==> config.mk <==
export PLATFORM = sky130hd
export DESIGN_NAME = dcp_dispatch
export DESIGN_NICKNAME = d
export VERILOG_FILES = /design/src/rtl/dcp_pkg.sv /design/src/rtl/dcp_cmd_decode.sv /design/src/rtl/dcp_dispatch.sv
export SDC_FILE = /design/constraint.sdc
export NUM_CORES = 1
export LEC_CHECK = 0
export CORE_MARGIN = 2
export CORE_UTILIZATION = 39
export DETAILED_ROUTE_END_ITERATION = 8
export GPL_TIMING_DRIVEN = 0
export PLACE_DENSITY = 0.82
export SKIP_LAST_GASP = 1
export SYNTH_ARGS = -nofsm -noshare
export SYNTH_HDL_FRONTEND = slang
export SYNTH_SLANG_ARGS = --single-unit
export TNS_END_PERCENT = 10
==> constraint.sdc <==
create_clock -name clk -period 3.1 [get_ports clk]
set_input_delay 0.62 -clock clk [delete_from_list [all_inputs] [get_ports clk]]
set_output_delay 0.62 -clock clk [all_outputs]
set_load 0.01 [all_outputs]
==> src/rtl/dcp_pkg.sv <==
// Shared constants, state encoding and helpers for the serial debug command dispatcher.
package dcp_pkg;

  localparam logic [7:0] CMD_D = 8'h44;
  localparam logic [7:0] CMD_I = 8'h49;
  localparam logic [7:0] CMD_R = 8'h52;
  localparam logic [7:0] CMD_T = 8'h54;

  localparam logic [7:0] CH_QM = 8'h3F;
  localparam logic [7:0] CH_CR = 8'h0D;
  localparam logic [7:0] CH_LF = 8'h0A;

  localparam logic [1:0] SLOT_D = 2'd0;
  localparam logic [1:0] SLOT_I = 2'd1;
  localparam logic [1:0] SLOT_R = 2'd2;
  localparam logic [1:0] SLOT_T = 2'd3;

  typedef enum logic [2:0] {
    S_IDLE  = 3'd0,
    S_START = 3'd1,
    S_GRANT = 3'd2,
    S_ERR   = 3'd3,
    S_DONE  = 3'd4
  } dispatch_state_t;

  // Character of the "?\r\n" error reply at position cnt.
  function automatic logic [7:0] err_char(input logic [1:0] cnt);
    case (cnt)
      2'd0:    err_char = CH_QM;
      2'd1:    err_char = CH_CR;
      2'd2:    err_char = CH_LF;
      default: err_char = 8'h00;
    endcase
  endfunction

endpackage

==> src/rtl/dcp_cmd_decode.sv <==
// Maps an ASCII command byte onto its processor slot; uppercase only.
module dcp_cmd_decode
  import dcp_pkg::*;
(
  input  logic [7:0] sel_mode,
  output logic       hit,
  output logic [1:0] slot
);

  always_comb begin
    hit  = 1'b1;
    slot = SLOT_D;
    case (sel_mode)
      CMD_D:   slot = SLOT_D;
      CMD_I:   slot = SLOT_I;
      CMD_R:   slot = SLOT_R;
      CMD_T:   slot = SLOT_T;
      default: hit  = 1'b0;
    endcase
  end

endmodule

==> src/rtl/dcp_dispatch.sv <==
// Command dispatcher: grants the shared UART engines to one command slot at a time,
// answers unknown commands with "?\r\n" and recovers hung slots via a watchdog.
module dcp_dispatch
  import dcp_pkg::*;
#(
  parameter int unsigned TIMEOUT_W = 24
) (
  input  logic             clk,
  input  logic             rst,
  input  logic             cmd_valid,
  input  logic [7:0]       sel_mode,
  output logic             busy,
  output logic             cmd_done,
  output logic             timeout,
  output logic [3:0]       start,
  input  logic [3:0]       finish,
  input  logic [3:0]       req_tx_i,
  input  logic [3:0]       type_tx_i,
  input  logic [3:0][31:0] dout_i,
  output logic [3:0]       ack_tx_o,
  input  logic [3:0]       req_rx_i,
  input  logic [3:0]       type_rx_i,
  output logic [3:0]       ack_rx_o,
  output logic             req_tx,
  output logic             type_tx,
  output logic [31:0]      dout_tx,
  input  logic             ack_tx,
  output logic             req_rx,
  output logic             type_rx,
  input  logic             ack_rx
);

  dispatch_state_t      state_q, state_d;
  logic [1:0]           owner_q, owner_d;
  logic [TIMEOUT_W-1:0] wd_q, wd_d, wd_inc;
  logic [1:0]           err_cnt_q, err_cnt_d;
  logic                 err_req_q, err_req_d;
  logic                 to_flag_q, to_flag_d;
  logic [3:0]           start_q, start_d;
  logic                 cmd_done_q, cmd_done_d;
  logic                 timeout_q, timeout_d;
  logic                 dec_hit;
  logic [1:0]           dec_slot;

  dcp_cmd_decode u_decode (
    .sel_mode (sel_mode),
    .hit      (dec_hit),
    .slot     (dec_slot)
  );

  assign wd_inc = wd_q + TIMEOUT_W'(1);

  always_comb begin
    state_d    = state_q;
    owner_d    = owner_q;
    wd_d       = wd_q;
    err_cnt_d  = err_cnt_q;
    err_req_d  = err_req_q;
    to_flag_d  = to_flag_q;
    start_d    = 4'b0000;
    cmd_done_d = 1'b0;
    timeout_d  = 1'b0;
    case (state_q)
      S_IDLE: begin
        if (cmd_valid) begin
          if (dec_hit) begin
            owner_d = dec_slot;
            state_d = S_START;
          end else begin
            err_cnt_d = 2'd0;
            err_req_d = 1'b1;
            state_d   = S_ERR;
          end
        end
      end
      S_START: begin
        start_d   = 4'b0001 << owner_q;
        wd_d      = '0;
        to_flag_d = 1'b0;
        state_d   = S_GRANT;
      end
      S_GRANT: begin
        if (wd_q != '1) wd_d = wd_inc;
        // Expiry when the count is about to hit all-ones: GRANT lasts 2^TIMEOUT_W-1 cycles.
        if (finish[owner_q]) begin
          state_d = S_DONE;
        end else if (wd_inc == '1) begin
          to_flag_d = 1'b1;
          state_d   = S_DONE;
        end
      end
      S_ERR: begin
        if (ack_tx && err_req_q) begin
          err_req_d = 1'b0;
          if (err_cnt_q == 2'd2) state_d = S_DONE;
          else err_cnt_d = err_cnt_q + 2'd1;
        end else begin
          err_req_d = 1'b1;
        end
      end
      S_DONE: begin
        cmd_done_d = 1'b1;
        timeout_d  = to_flag_q;
        to_flag_d  = 1'b0;
        err_req_d  = 1'b0;
        owner_d    = SLOT_D;
        state_d    = S_IDLE;
      end
      default: state_d = S_IDLE;
    endcase
  end

  always_ff @(posedge clk or posedge rst) begin
    if (rst) begin
      state_q    <= S_IDLE;
      owner_q    <= SLOT_D;
      wd_q       <= '0;
      err_cnt_q  <= 2'd0;
      err_req_q  <= 1'b0;
      to_flag_q  <= 1'b0;
      start_q    <= 4'b0000;
      cmd_done_q <= 1'b0;
      timeout_q  <= 1'b0;
    end else begin
      state_q    <= state_d;
      owner_q    <= owner_d;
      wd_q       <= wd_d;
      err_cnt_q  <= err_cnt_d;
      err_req_q  <= err_req_d;
      to_flag_q  <= to_flag_d;
      start_q    <= start_d;
      cmd_done_q <= cmd_done_d;
      timeout_q  <= timeout_d;
    end
  end

  always_comb begin
    req_tx   = 1'b0;
    type_tx  = 1'b0;
    dout_tx  = 32'h0;
    req_rx   = 1'b0;
    type_rx  = 1'b0;
    ack_tx_o = 4'b0000;
    ack_rx_o = 4'b0000;
    if (state_q == S_GRANT) begin
      req_tx            = req_tx_i[owner_q];
      type_tx           = type_tx_i[owner_q];
      dout_tx           = dout_i[owner_q];
      req_rx            = req_rx_i[owner_q];
      type_rx           = type_rx_i[owner_q];
      ack_tx_o[owner_q] = ack_tx;
      ack_rx_o[owner_q] = ack_rx;
    end else if (state_q == S_ERR) begin
      req_tx  = err_req_q;
      dout_tx = {24'h0, err_char(err_cnt_q)};
    end
  end

  assign busy     = (state_q != S_IDLE);
  assign start    = start_q;
  assign cmd_done = cmd_done_q;
  assign timeout  = timeout_q;

endmodule

==> results.md <==
- Slew Limit Fails: 0
- Final wirelength: 14110 um
- Ys flop type: dfrtp_1
- Clock transition at the registers of the reported paths: 80 ps
- H-tree levels: 2
- First-pass GRT wire length: 21140 um
- Vias in the first global route: 4276
- DRC violations left: 0
- Hold depth: 2
- Hold Path Class: reg -> reg
- Share of the yosys chip area belonging to registers: 0.2680
- Status: completed
- WL/cell: 19.70 um
- Iter 0 DRT Violations: 293
- Stages on worst setup path: 5
- CTS tree: done
- Antenna-violating nets left: 0
- FMAX: 0.3236 GHz
- Clk root buf: clkbuf_8
- Cell taking the most area after synthesis: dfrtp_1
- Core area: 9153 sq um
- Crit-path cells: nand2b_1 -> nor2_2 -> clkbuf_2 -> and2_1 -> clkdlybuf4s50_1
- Netlist Area Pre-Place: 3641 sq um
- Clk Latency, worst-skew pair: 290 ps
- CP top delay family: buffers and inverters
- #FFs+latches synth: 39
- Post-synth EDFFs: 0
- Clock Sinks: 39
- DIE AREA: 10120 sq um
- GRT overflow: 0
- Shortest period the worst path allows: 3090 ps
- Top-count cell post-synth: dfrtp_1
- Crit. End Element: primary output
- Initial antenna violation count: 0
- Reg2reg path depth: 9
- Area grow syn2layout: 64.78%
- Slew @ Worst Pin: 814.0 ps
- Detailed Routing Iterations Pass 1: 7
- Dominant cells by area after synthesis: dfrtp_1 27%, mux4_2 23%, and2_1 5.2%
- RSZ-0062 raised after global routing: yes
- Placed Cells incl. Taps: 711
- Mean post-synth cell area: 9.360 sq um
- Max-cap violations: 0
- Num CTS Buffers: 5
- Largest net degree at the start of global routing: 40
- Worst Path Buf+Inv: 2
- Synth cell types: 53
- Placer Congestion: 0.9000
- Synthesized Nets: 556
- CP Data Required Time: 2480 ps
- Yosys top cell area share: 0.2680
- Nets: 771
- Final period util: 0.9967
- GRT Util Overall: 0.2705
- Cells after Synth: 389
- Clock skew: 7.355 ps
- Crit Path Max Fanout: 11
- Worst IR drop on VDD: 235.7 uV
- # IOs: 212
- Slowest stage delay, CP: 590 ps
- IO Port Bufs: 211
- Startpoint Class: register
- Ys async rst share: 1.000
- Slowest cell on crit path: clkdlybuf4s50_1
- Final hold vios: 0
- Initial Utilization: 0.3978
- Routed vias: 4120
- Die height: 100.6 um
- Worst EP arrival: 2470 ps
- P per Cell Area: 469.2 nW/um^2
- YS warnings: 0
- Commonest cells in the netlist: 39 x dfrtp_1, 37 x mux4_2, 34 x nand2_1, 33 x o21ai_0, 30 x and2_1
- Crit path kind: reg -> out
- Slew headroom: 0.4565
- DR vias/cell: 5.754
- Final setup viols: 0
- ANT cells: 0
- P_leak: 0.002220 uW
- Dpl hpwl: 11750 um
- Share of layout cells above drive strength 1: 0.1306
- Die width: 100.6 um
- Clock buffer depth: 2
- Post-layout util: 0.6555
- Fin cells: 716
- # rows: 35
- Setup bufs post-CTS: 0
[repair_timing]
item,in CTS,in global routing
endpoints found under the setup margin,40,15
hold buffers,0,0
gates resized for setup,10,1
[metal layers]
metal	wire [um]	global-route usage	up-vias
met2	7589	0.4877	178
li1	-	-	1890
met4	248	0.07903	0
met1	5331	0.3289	2033
met5	0	0	-
met3	937	0.04785	19
[flip-flops by register name, indices dropped and copies added, names as in the netlist]
name       flops
cmd_done       1
owner_q        2
err_cnt_q      2
wd_q          24
start          4
to_flag_q      1
err_req_q      1
state_q        3
timeout        1
[path summary, 6_finish.rpt]
path / startpoint / to / slack (ps)
min in group asynchronous: rst / wd_q[0]$_DFFE_PP0P_ / 810
setup reg to reg: wd_q[0]$_DFFE_PP0P_ / state_q[2]$_DFFE_PP0P_ / 470
hold / removal: to_flag_q$_DFFE_PP0P_ / to_flag_q$_DFFE_PP0P_ / 510
max in group asynchronous: rst / owner_q[0]$_DFFE_PP0P_ / 1730
setup / recovery: state_q[1]$_DFFE_PP0P_ / dout_tx[31] / 10
hold reg to reg: to_flag_q$_DFFE_PP0P_ / to_flag_q$_DFFE_PP0P_ / 510
[where the power goes]
group	total, uW	internal (uW)	leakage (uW)	switching, uW
registers	638	564	0.000533	73.8
clock network	382	203	0.0000515	178
logic	1800	877	0.00164	919
[through the flow]
stage / setup TNS, ps / hold slack, ps / worst slack [ps] / area (sq um) / total power, uW
global route: -443.0 / 531.1 / -52.71 / 6000 / 2973
floorplan: 0 / 460.9 / 779.2 / 3641 / 1520
finish: 0 / 510.8 / 10.22 / 6000 / 2815
CTS: 0 / 510.5 / 10.62 / 5997 / 2808
detailed placement: -181.3 / 493.0 / -77.59 / 5892 / 2418
global placement: -88.40 / 482.2 / -43.45 / 5892 / 2371
[worst min-delay path, cell delays in order (launching register included)]
cell     delay [ps]
dfrtp_1         350
nand3_1          60
o21ai_0          70
[kinds of logic (layout without fill, tap and decap cells)]
family,count (synthesis),count (layout),share of synthesized area
compound gates,96,96,0.1612
buf+inv,43,259,0.04983
fa+ha+maj,6,6,0.02062
xor+xnor,7,7,0.01684
simple gates,161,161,0.2546
flops,39,39,0.2680
mux,37,37,0.2289
[cells in the final DEF, fill, tap and decap left out, drive strengths merged]
master,n
dfrtp,39
a21boi,3
a41oi,1
xnor2,4
a21oi,22
a31oi,8
nand2,34
nor2b,3
buf,13
nor2,29
a221oi,2
o211ai,1
nand4,6
o22ai,2
clkbuf,22
o41ai,5
a21o,1
o22a,2
or3,2
o31ai,12
o21bai,2
o21a,1
and3,6
nand2b,7
xor2,3
and2,30
nand3b,4
ha,6
nor4,5
o21ai,34
nand4b,3
nor4bb,3
clkdlybuf4s50,211
mux4,37
or2,3
nand3,15
or4,1
inv,13
nor3b,3
nor3,7
[layout make-up]
class | count | area [sq um]
buffer | 27 | 136.4
clock buffer | 8 | 100.1
sequential | 39 | 977.2
multi-input combinational | 307 | 2486
tap | 111 | 138.9
timing repair buffer | 211 | 2112
inverter | 13 | 48.80
fill | 715 | 3153
(Power assumes the default switching activity.)
